[src/rtl/mem_arbiter.sv]
// Arbitrates N consumer read/write channels onto one memory port, one transaction in flight.
// Optional MEM_ARB_ROUND_ROBIN_EN rotates priority past each grant; otherwise lowest index wins.

module mem_arbiter_lane #(
  parameter int DATA_BITS = 16
) (
  input  logic                 clk,
  input  logic                 reset,
  input  logic                 i_rd_done,
  input  logic                 i_rd_rel,
  input  logic                 i_wr_done,
  input  logic                 i_wr_rel,
  input  logic [DATA_BITS-1:0] i_mem_rdata,
  output logic                 o_rd_rdy,
  output logic                 o_wr_rdy,
  output logic [DATA_BITS-1:0] o_rdata
);
  logic                 r_rd_rdy, r_wr_rdy;
  logic [DATA_BITS-1:0] r_rdata;

  // Read data is only overwritten by this channel's own completions.
  always_ff @(posedge clk or negedge reset) begin
    if (!reset) begin
      r_rd_rdy <= 1'b0;
      r_wr_rdy <= 1'b0;
      r_rdata  <= '0;
    end else begin
      if (i_rd_done) begin
        r_rd_rdy <= 1'b1;
        r_rdata  <= i_mem_rdata;
      end else if (i_rd_rel) begin
        r_rd_rdy <= 1'b0;
      end
      if (i_wr_done)     r_wr_rdy <= 1'b1;
      else if (i_wr_rel) r_wr_rdy <= 1'b0;
    end
  end

  assign o_rd_rdy = r_rd_rdy;
  assign o_wr_rdy = r_wr_rdy;
  assign o_rdata  = r_rdata;
endmodule

module mem_arbiter #(
  parameter int NUM_CONSUMERS = 4,
  parameter int ADDR_BITS     = 8,
  parameter int DATA_BITS     = 16
) (
  input  logic                                    clk,
  input  logic                                    reset,
  input  logic [NUM_CONSUMERS-1:0]                consumer_read_valid,
  input  logic [NUM_CONSUMERS-1:0][ADDR_BITS-1:0] consumer_read_address,
  output logic [NUM_CONSUMERS-1:0]                consumer_read_ready,
  output logic [NUM_CONSUMERS-1:0][DATA_BITS-1:0] consumer_read_data,
  input  logic [NUM_CONSUMERS-1:0]                consumer_write_valid,
  input  logic [NUM_CONSUMERS-1:0][ADDR_BITS-1:0] consumer_write_address,
  input  logic [NUM_CONSUMERS-1:0][DATA_BITS-1:0] consumer_write_data,
  output logic [NUM_CONSUMERS-1:0]                consumer_write_ready,
  output logic                                    mem_read_valid,
  output logic [ADDR_BITS-1:0]                    mem_read_address,
  input  logic                                    mem_read_ready,
  input  logic [DATA_BITS-1:0]                    mem_read_data,
  output logic                                    mem_write_valid,
  output logic [ADDR_BITS-1:0]                    mem_write_address,
  output logic [DATA_BITS-1:0]                    mem_write_data,
  input  logic                                    mem_write_ready
);
  localparam int IW = $clog2(NUM_CONSUMERS);
  typedef logic [IW-1:0] idx_t;

  typedef enum logic [2:0] {
    IDLE, READ_WAITING, WRITE_WAITING, READ_RELAYING, WRITE_RELAYING
  } state_t;

  state_t               r_state, w_state_nxt;
  idx_t                 r_idx, r_ptr;
  logic                 r_mem_rd_vld, r_mem_wr_vld;
  logic [ADDR_BITS-1:0] r_mem_rd_addr, r_mem_wr_addr;
  logic [DATA_BITS-1:0] r_mem_wr_data;

  logic                 w_found, w_gnt_rd, w_release;
  idx_t                 w_gnt_idx, w_c;
  logic [IW:0]          w_sum;

  // Rotating scan starting at the priority pointer; first requester wins, read before write.
  always_comb begin
    w_found   = 1'b0;
    w_gnt_rd  = 1'b0;
    w_gnt_idx = '0;
    w_sum     = '0;
    w_c       = '0;
    for (int k = 0; k < NUM_CONSUMERS; k++) begin
      w_sum = {1'b0, r_ptr} + (IW+1)'(k);
      if (w_sum >= (IW+1)'(NUM_CONSUMERS)) w_sum = w_sum - (IW+1)'(NUM_CONSUMERS);
      w_c = w_sum[IW-1:0];
      if (!w_found && (consumer_read_valid[w_c] || consumer_write_valid[w_c])) begin
        w_found   = 1'b1;
        w_gnt_idx = w_c;
        w_gnt_rd  = consumer_read_valid[w_c];
      end
    end
  end

`ifdef MEM_ARB_ROUND_ROBIN_EN
  idx_t w_ptr_nxt;
  assign w_ptr_nxt = (w_gnt_idx == idx_t'(NUM_CONSUMERS-1)) ? '0 : w_gnt_idx + idx_t'(1);
`endif

  assign w_release =
    ((r_state == READ_RELAYING)  && !consumer_read_valid[r_idx]  && !mem_read_ready) ||
    ((r_state == WRITE_RELAYING) && !consumer_write_valid[r_idx] && !mem_write_ready);

  always_ff @(posedge clk or negedge reset) begin
    if (!reset) r_state <= IDLE;
    else        r_state <= w_state_nxt;
  end

  always_comb begin
    w_state_nxt = r_state;
    case (r_state)
      IDLE:           if (w_found) w_state_nxt = w_gnt_rd ? READ_WAITING : WRITE_WAITING;
      READ_WAITING:   if (mem_read_ready)  w_state_nxt = READ_RELAYING;
      WRITE_WAITING:  if (mem_write_ready) w_state_nxt = WRITE_RELAYING;
      READ_RELAYING,
      WRITE_RELAYING: if (w_release) w_state_nxt = IDLE;
      default:        w_state_nxt = IDLE;
    endcase
  end

  always_ff @(posedge clk or negedge reset) begin
    if (!reset) begin
      r_idx         <= '0;
      r_ptr         <= '0;
      r_mem_rd_vld  <= 1'b0;
      r_mem_wr_vld  <= 1'b0;
      r_mem_rd_addr <= '0;
      r_mem_wr_addr <= '0;
      r_mem_wr_data <= '0;
    end else begin
      case (r_state)
        IDLE: if (w_found) begin
          r_idx <= w_gnt_idx;
          if (w_gnt_rd) begin
            r_mem_rd_vld  <= 1'b1;
            r_mem_rd_addr <= consumer_read_address[w_gnt_idx];
          end else begin
            r_mem_wr_vld  <= 1'b1;
            r_mem_wr_addr <= consumer_write_address[w_gnt_idx];
            r_mem_wr_data <= consumer_write_data[w_gnt_idx];
          end
`ifdef MEM_ARB_ROUND_ROBIN_EN
          r_ptr <= w_ptr_nxt;
`endif
        end
        READ_WAITING:  if (mem_read_ready)  r_mem_rd_vld <= 1'b0;
        WRITE_WAITING: if (mem_write_ready) r_mem_wr_vld <= 1'b0;
        default: ;
      endcase
    end
  end

  genvar g;
  generate
    for (g = 0; g < NUM_CONSUMERS; g++) begin : g_lane
      logic w_sel;
      assign w_sel = (r_idx == idx_t'(g));
      mem_arbiter_lane #(.DATA_BITS(DATA_BITS)) u_lane (
        .clk         (clk),
        .reset       (reset),
        .i_rd_done   (w_sel && (r_state == READ_WAITING)  && mem_read_ready),
        .i_rd_rel    (w_sel && (r_state == READ_RELAYING) && w_release),
        .i_wr_done   (w_sel && (r_state == WRITE_WAITING) && mem_write_ready),
        .i_wr_rel    (w_sel && (r_state == WRITE_RELAYING) && w_release),
        .i_mem_rdata (mem_read_data),
        .o_rd_rdy    (consumer_read_ready[g]),
        .o_wr_rdy    (consumer_write_ready[g]),
        .o_rdata     (consumer_read_data[g])
      );
    end
  endgenerate

  assign mem_read_valid    = r_mem_rd_vld;
  assign mem_read_address  = r_mem_rd_addr;
  assign mem_write_valid   = r_mem_wr_vld;
  assign mem_write_address = r_mem_wr_addr;
  assign mem_write_data    = r_mem_wr_data;
endmodule

[config.mk]
export PLATFORM = sky130hd
export DESIGN_NAME = mem_arbiter
export DESIGN_NICKNAME = d
export VERILOG_FILES = /design/src/rtl/mem_arbiter.sv
export SDC_FILE = /design/constraint.sdc
export NUM_CORES = 1
export LEC_CHECK = 0
export ABC_CLOCK_PERIOD_IN_PS = 5050
export CAP_MARGIN = 20
export CORE_MARGIN = 10
export CORE_UTILIZATION = 45
export DETAILED_ROUTE_END_ITERATION = 6
export PLACE_DENSITY_LB_ADDON = 0.15
export SYNTH_ARGS = -nofsm -noshare
export SYNTH_HDL_FRONTEND = slang
export SYNTH_SLANG_ARGS = --single-unit
[constraint.sdc]
create_clock -name clk -period 5.05 [get_ports clk]
set_input_delay 1.515 -clock clk [delete_from_list [all_inputs] [get_ports clk]]
set_output_delay 1.515 -clock clk [all_outputs]
set_load 0.05 [all_outputs]
## After elaboration in Yosys (flattened, before gate mapping)

Cells that the tools add are included.

| word-level totals | value |
|---|---|
| flip-flop bits (word level) | 111 |
| input port bits | 156 |
| output and inout port bits | 106 |
| logic and storage cells | 192 |

| operators by class | value |
|---|---|
| mux-type cells | 72 |
| magnitude comparators | 10 |
| bitwise gates (word level) | 1 |
| reductions and logical operators | 70 |
| equality and inequality tests | 13 |
| add/sub/neg operators | 7 |

Operators by type and width:

| cell | number |
|---|---|
| $mux 1 | 40 |
| $logic_and 1x1->1 | 39 |
| $bmux 16 s2 | 1 |
| $bmux 8 s2 | 2 |
| $bmux 1 s2 | 10 |
| $reduce_bool 2->1 | 10 |
| $lt 2x3->1 const B | 6 |
| $mux 2 | 9 |
| $mux 16 | 1 |
| $mux 8 | 2 |
| $mux 3 | 4 |
| $ne 2x2->1 const B | 6 |
| $pmux 3 s4 | 1 |
| $reduce_and 4->1 | 3 |
| $ge 3x3->1 const B | 3 |
| $sub 2x1->2 const B | 4 |
| $logic_not 1->1 | 7 |
| $add 2x2->3 const B | 2 |
| $eq 3x2->1 const B | 2 |
| $reduce_and 3->1 | 2 |
| $logic_or 1x1->1 | 5 |
| $eq 2x2->1 const B | 2 |
| $pmux 1 s2 | 2 |
| $add 2x1->3 const B | 1 |
| other kinds (9) | 9 |

## Depth between registers and ports, before layout

Gate-level depths: netlist of run 1.

| depth | value |
|---|---|
| word-level depth | 18 |
| gate-level depth with buffers | 7 |
| depth with buffers taken out | 5 |

## Hierarchy

Synthesis of run 1 repeated with hierarchy kept, for this count alone.

| unflattened totals | value |
|---|---|
| cell total of the unflattened synthesis | 412 |
| area, all modules | 5,537.8 sq um |

Modules (own cells, without submodules):

| module | cells an instance | area each (sq um) | seq. area each (sq um) | times used |
|---|---|---|---|---|
| mem_arbiter_lane | 40 | 719.4 | 450.4 | 4 |
| mem_arbiter | 252 | 2,660.1 | 975.9 | 1 |

## Worst setup path after synthesis of run 1

Ideal clock, no wire load.

| timing | value |
|---|---|
| path kind | input to register |
| from | input port consumer_read_valid[3] |
| to | register r_mem_wr_addr[2], in the netlist mem_write_address[2] |
| data required time | 4.915 ns |
| stages | 6 |
| setup time | 0.135 ns |
| data arrival time | 2.752 ns |
| path buffers | 1 |
| slack | 2.163 ns |
| cell sequence | or2_4 > or3_4 > o31a_4 > buf_6 > o22ai_2 > o31ai_1 |

| between the ends | value |
|---|---|
| longest elaborated chain between the ends | 15 |
| elaborated cells on any way between the ends | 34 |
| those cells by class | mux: 22; bitwise: 1; reduce/logical: 11 |

Ends and longest elaborated chain:

| item | RTL line | source |
|---|---|---|
| start, declared | 51 | `input logic [NUM_CONSUMERS-1:0] consumer_read_valid,` |
| $bmux 1 s2 | 96, 99 |  |
| $mux 1 (implied by the code) | 96, 99 |  |
| $logic_or 1x1->1 | 96 | `if (!w_found && (consumer_read_valid[w_c] \|\| consumer_write_valid[w_c])) begin` |
| $mux 1 | 96 |  |
| $logic_not 1->1 | 96 |  |
| $logic_and 1x1->1 | 96 |  |
| $mux 1 | 96 |  |
| $logic_not 1->1 | 96 |  |
| $logic_and 1x1->1 | 96 |  |
| $mux 1 | 96 |  |
| $logic_not 1->1 | 96 |  |
| $logic_and 1x1->1 | 96 |  |
| $mux 2 / $mux 1 (equally long branches) | 96 |  |
| $bmux 8 s2 / $not 1->1 (equally long branches) | n/a |  |
| $mux 8 (implied by the code) / $reduce_and 3->1 (equally long branches) | n/a |  |
| end signal, assigned | 148 | `r_mem_wr_addr <= consumer_write_address[w_gnt_idx];` |
| end, declared | 78 | `logic [ADDR_BITS-1:0] r_mem_rd_addr, r_mem_wr_addr;` |

Parallel ways exist; a longest one is shown, timed or not. The select of a mux whose other input is x is not followed.
A chain may end at the register's enable or synchronous reset.

## Worst setup path after layout of run 1

| timing | value |
|---|---|
| from | input port consumer_read_valid[3] |
| to | register r_mem_wr_data[1], in the netlist mem_write_data[1] |

| between the ends | value |
|---|---|
| longest elaborated chain between the ends | 15 |
| elaborated cells on any way between the ends | 34 |
| those cells by class | mux: 22; bitwise: 1; reduce/logical: 11 |

Ends and longest elaborated chain:

| item | RTL line | source |
|---|---|---|
| $bmux 1 s2 | 96, 99 |  |
| $mux 1 (implied by the code) | 96, 99 |  |
| $logic_or 1x1->1 | 96 |  |
| $mux 1 | 96 |  |
| $logic_not 1->1 | 96 |  |
| $logic_and 1x1->1 | 96 |  |
| $mux 1 | 96 |  |
| $logic_not 1->1 | 96 |  |
| $logic_and 1x1->1 | 96 |  |
| $mux 1 | 96 |  |
| $logic_not 1->1 | 96 |  |
| $logic_and 1x1->1 | 96 |  |
| $mux 2 / $mux 1 (equally long branches) | 96 |  |
| $bmux 16 s2 / $not 1->1 (equally long branches) | n/a |  |
| $mux 16 (implied by the code) / $reduce_and 3->1 (equally long branches) | n/a |  |
| end signal, assigned | 149 | `r_mem_wr_data <= consumer_write_data[w_gnt_idx];` |
| end, declared | 79 | `logic [DATA_BITS-1:0] r_mem_wr_data;` |

Parallel ways exist; a longest one is shown, timed or not. The select of a mux whose other input is x is not followed.

==> results.toml, run 1 <==
[run_status]
outcome = "completed"

[sta]
fin_crit_sh_pct = 68.2
slew_headroom_pct = 44.9
setup_tns_ps = 0
finalClockSkew_ps = 9.83
finalSetupViolCount = 0
slew_violations = 0
max_freq_mhz = 290
worst_pin_slew_ps = 825
rsz0062_at_grt = "no"
min_period_ps = 3440
finalHoldViolations = 0

[yosys]
synth_seq_area_share_pct = 50.7
synth.distinct_cells = 42
syn_inst = 457
synth_common_cells = "dfrtp_1 (111), nand2_1 (39), mux2_1 (34)"
ys.flop_type = "dfrtp_1"
synthTopCellsByArea = "dfrtp_1 (51%), mux2_1 (7.0%), o22ai_2 (6.4%)"
synth.ff_latch_count = 111
yosysWarnings = 2
synth-edff-count = 0
async_flop_share_pct = 100
synthesis.nets = 613
avgSynthCellArea_sq_um = 12.0
yosys.area.top_type_share_pct = 50.7
synth_top_area_cell = "dfrtp_1"
yosysMostFrequentCell = "dfrtp_1"
syn-cell-area_sq_um = 5480

[die]
dieArea_sq_um = 17000
start_util_pct = 45.8
die_w_um = 130
rows = 40
die_h_um = 130
coreArea_sq_um = 12000
pin_count = 262

[setup_path]
worst_ep_required_time_ps = 5250
cp.arrival_ps = 3650
crit_type = "in2reg"
cp-startpoint = "consumer_read_valid[3]"
cp_max_fo = 32
crit_path_end_kind = "flop"
r2r-start = "r_state[2]"
start_kind = "input port"

[drt]
wirelength_um = 18100
viasPerCell = 5.43
drt-initial-drc-count = 249
drt-pass1-iter-count = 4
routedWlPerCell_um = 21.4
via_count = 4595
drc = 0
antenna_left = 0

[worst_hold_path]
worstHoldStart = "mem_write_data[2]"
min_path_type = "reg2reg"

[power_and_ir_drop]
power.density_nw_per_um2 = 657
p_leak_nw = 3.56
ir_drop_v = 0.000244

[clock_tree]
cts.repair.resized = 0
cts_setup_buffers = 0
cts_hold_buf = 0
root_buffer = "clkbuf_16"
clock-sinks = 111
clkTransAtPathRegs_ps = 70
cts_tree = "yes"
cts_buffer_depth = 2
worstSkewPairLatency_ps = 340
h-tree-depth = 3
cts_buffers = 9

[placement]
dp.cells = 830
gp_congestion = 0.820
hpwl_um = 14200
port_buffers = 261

[run]
cap_violations = 0

[grt]
grt.overflow.total = 0
grt_max_degree = 81
grt_antenna_before_repair = 0
grt_pass1_vias = 5128
grt.total_usage_pct = 21.1
grt_pass1_wl_um = 27900

[finish]
antennaDiodeCount = 0
regArea_sq_um = 2780
multi_input_area_sq_um = 2460
nets = 851
nFillCells = 886
final_layout_size_suffix_gt1_share_pct = 14.3
fin_cells = 847
synthToLayoutAreaGrowth_pct = 53.9
-- layout make-up --
class	instances	share of cell area, %
flip-flops and latches	111	32.9
repair buffers	269	31.9
multi-input cells	300	29.2
clock buffers	11	2.88
well taps	147	2.18
clock inverters	5	0.786
inverters	4	0.178
-- cells by family after synthesis --
group | after synthesis | share of synthesized area, %
buf+inv | 46 | 4.77
simple gates | 105 | 10.4
mux | 68 | 15.0
flops | 111 | 50.7
compound gates | 127 | 19.2
-- sequential cells by signal, indices dropped and copies added (netlist names) --
signal and count:
r_idx 2, mem_write_data 16, g_lane.u_lane.o_rdata 64, g_lane.u_lane.o_rd_rdy 4, mem_write_valid 1, g_lane.u_lane.o_wr_rdy 4
mem_write_address 8, mem_read_address 8, mem_read_valid 1, r_state 3
-- worst max-delay path: stages --
cell	delay [ps]
clkdlybuf4s50_1	500
or2_4	310
nand2_1	550
buf_4	390
a211oi_1	250
o31ai_1	110
-- cell usage in the layout (no fill, tap or decap), types with 2 or more instances in the layout --
| master | n |
|---|---|
| clkbuf_16 | 9 |
| mux2_4 | 9 |
| buf_4 | 8 |
| nand3_1 | 2 |
| o21ai_0 | 5 |
| nand2_1 | 39 |
| mux4_2 | 2 |
| mux2_1 | 34 |
| nand3b_2 | 2 |
| and3_1 | 32 |
| nand2b_1 | 7 |
| nand2_2 | 2 |
| nor2b_1 | 2 |
| a21oi_1 | 8 |
| inv_1 | 4 |
| o21ai_1 | 10 |
| nor2_1 | 11 |
| a211oi_1 | 30 |
| dfrtp_1 | 111 |
| mux2_2 | 23 |
| o31ai_1 | 32 |
| clkinv_4 | 2 |
| o22ai_2 | 28 |
| o22ai_1 | 4 |
| clkdlybuf4s50_1 | 260 |
-- path summary, 6_finish.rpt --
kind	end	slack, ps	depth (start not counted)
setup / recovery	mem_write_data[1]	1610	6
hold / removal	mem_write_data[2]	480	2
setup reg to reg	g_lane[3].u_lane.o_rdata[14]	2790	5
hold reg to reg	mem_write_data[2]	480	2
max in group asynchronous	g_lane[2].u_lane.o_rd_rdy	3200	3
min in group asynchronous	g_lane[0].u_lane.o_rdata[6]	980	1
-- metal layers --
metal / vias to the layer above / wire length (um) / global-route usage, %
met5: - / 0 / 0
met4: 0 / 497 / 8.50
met3: 28 / 1840 / 8.42
met2: 190 / 8970 / 36.6
met1: 2208 / 6800 / 22.6
li1: 2169 / - / -
-- per-stage QoR --
step	worst slack [ps]	hold slack, ps	area [sq um]	utilization, %	total power, mW
after global placement	1300	462	8100	67.7	4.78
after floorplan	2160	455	5480	-	3.67
after detailed placement	1220	465	8100	67.7	4.85
after global routing	1380	505	8440	70.5	5.80
final	1610	482	8440	70.5	5.54
after CTS	1580	482	8410	70.3	5.59
-- power breakdown --
part	switching, mW	leakage, nW	internal, mW
Clock	0.326	0.148	0.404
Combinational	2.06	2.06	1.16
Sequential	0.282	1.36	1.32
Note: power is estimated with default switching activity, not from simulation.
==> inputs of run 2 (changes only) <==
- ABC_CLOCK_PERIOD_IN_PS: 5050 -> 3500
- CORE_UTILIZATION: 45 -> 41
- clock period: 5.05 -> 3.5 ns (I/O delays scaled with it)
==> run 2 against run 1 <==
Effect of this change:
- sequential power rose by 44%
- total power rose by 44%
- critical path type unchanged
- clock-buffer cell count fell by 2
- die area rose by 8.2%
==> results.toml, run 2 (synthesis results as in run 1) <==
[drt]
via_count = 4683
drt-pass1-iter-count = 4
routedWlPerCell_um = 21.1
drt-initial-drc-count = 218
drc = 0
viasPerCell = 5.30
antenna_left = 0
wirelength_um = 18600

[setup_path]
r2r-start = "r_idx[0]"
r2r_cells = 4
worstPathCellList = "clkdlybuf4s50_1 -> or2_4 -> or3_4 -> nand2_2 -> buf_4 -> a211oi_1 -> o31ai_1"
crit_path_end_kind = "flop"
path_delay_family = "simple AND/OR/NAND/NOR gates"
start_kind = "input port"
cp_max_fo = 20
r2r_end = "r_state[1]"
crit_type = "in2reg"
cp.arrival_ps = 3020
reg2reg_slack_ps = 1460
crit_slowest_cell = "clkdlybuf4s50_1"
slowest_delay_ps = 450
cp_num_buf_inv = 2
worst_ep_required_time_ps = 3750

[die]
die_h_um = 136
start_util_pct = 41.6
dieArea_sq_um = 18400
rows = 42
die_w_um = 136
pin_count = 262
coreArea_sq_um = 13200

[clock_tree]
h-tree-depth = 3
cts_buffers = 9
cts_setup_buffers = 0
cts_buffer_depth = 2
clkTransAtPathRegs_ps = 80
clock-sinks = 111
worstSkewPairLatency_ps = 350
cts.repair.resized = 0
cts_hold_buf = 0
root_buffer = "clkbuf_16"
cts_tree = "yes"

[power_and_ir_drop]
p_leak_nw = 3.59
power.density_nw_per_um2 = 936
total_power_mw = 7.97
ir_drop_v = 0.000340

[finish]
largest_reg_flops = 64
final_layout_size_suffix_gt1_share_pct = 15.4
nets = 858
fin_cells = 883
final_cell_area_sq_um = 8510
nFillCells = 1058
multi_input_area_sq_um = 2460
final_common_cell = "clkdlybuf4s50_1"
antennaDiodeCount = 0
final_core_util_pct = 64.5
synthToLayoutAreaGrowth_pct = 55.3
regArea_sq_um = 2780
final_cell_mix = "clkdlybuf4s50_1 (260), dfrtp_1 (111), nand2_1 (39)"

[placement]
port_buffers = 261
hpwl_um = 14800
dp.cells = 867
preCtsSetupSlack_ps = 357
gp_congestion = 0.848
post_dp_cell_area_sq_um = 8210

[sta]
finalSetupViolCount = 0
fin_crit_sh_pct = 79.0
max_freq_mhz = 362
slew_headroom_pct = 52.7
setup_tns_ps = 0
finalHoldViolations = 0
min_period_ps = 2770
rsz0062_at_grt = "no"
worst_pin_slew_ps = 709
holdWs_ps = 478
finalClockSkew_ps = 13.8
slew_violations = 0
worst_slack_ps = 735

[worst_hold_path]
worstHoldStart = "mem_write_data[4]"
hold_path_end = "mem_write_data[4]"
min_path_type = "reg2reg"
min_path_cells = 2

[grt]
grt.total_usage_pct = 19.9
grt_max_degree = 55
grt.overflow.total = 0
grt_pass1_vias = 5071
grt_antenna_before_repair = 0
grt_pass1_wl_um = 28800

[run]
cap_violations = 0

[run_status]
outcome = "completed"
## run 2: cell count changes in the layout (fill, tap and decap cells not counted), sizes merged
cell | before | now
buf | 9 | 16
bufinv | 1 | 0
clkbuf | 11 | 9
clkinv | 2 | 3
clkinvlp | 1 | 0
inv | 5 | 8
## run 2: worst min-delay path, stage by stage (launching register included)
cell and delay, ps:
dfrtp_1 340, nand2_1 50, o31ai_1 50
## run 2: per-layer routing
layer  global-route usage [%]  part of all wire, %  wire, um  vias up
li1                         -                    -         -     2188
met5                        0                    0         0        -
met4                     5.62                  1.9       345        0
met3                     7.46                   11      2040       21
met2                     35.3                   50      9270      205
met1                     21.7                   37      6970     2269
## run 2: power breakdown
| part | switching, mW | internal [mW] |
|---|---|---|
| clock network | 0.513 | 0.508 |
| logic | 2.97 | 1.68 |
| registers | 0.403 | 1.90 |
| total | 3.89 | 4.08 |
## run 2: layout make-up
type / count / area share, %
clock buffer: 9 / 2.65
clock inverter: 7 / 0.882
inverter: 4 / 0.176
multi-input combinational: 300 / 29.0
sequential: 111 / 32.6
tap: 176 / 2.59
timing repair buffer: 276 / 32.1
## run 2: how the worst max path moves through the flow
stage                                 startpoint                   end  slack (ps)  cells after the start
final                     consumer_read_valid[3]     mem_write_data[8]         730                      7
after global routing      consumer_read_valid[3]     mem_write_data[2]         590                      7
after CTS                 consumer_read_valid[3]     mem_write_data[2]         730                      7
after detailed placement  consumer_read_valid[3]     mem_write_data[2]         360                      7
after global placement    consumer_read_valid[3]    mem_write_data[14]         430                      6
after floorplan           consumer_read_valid[3]  mem_write_address[2]        1080                      6
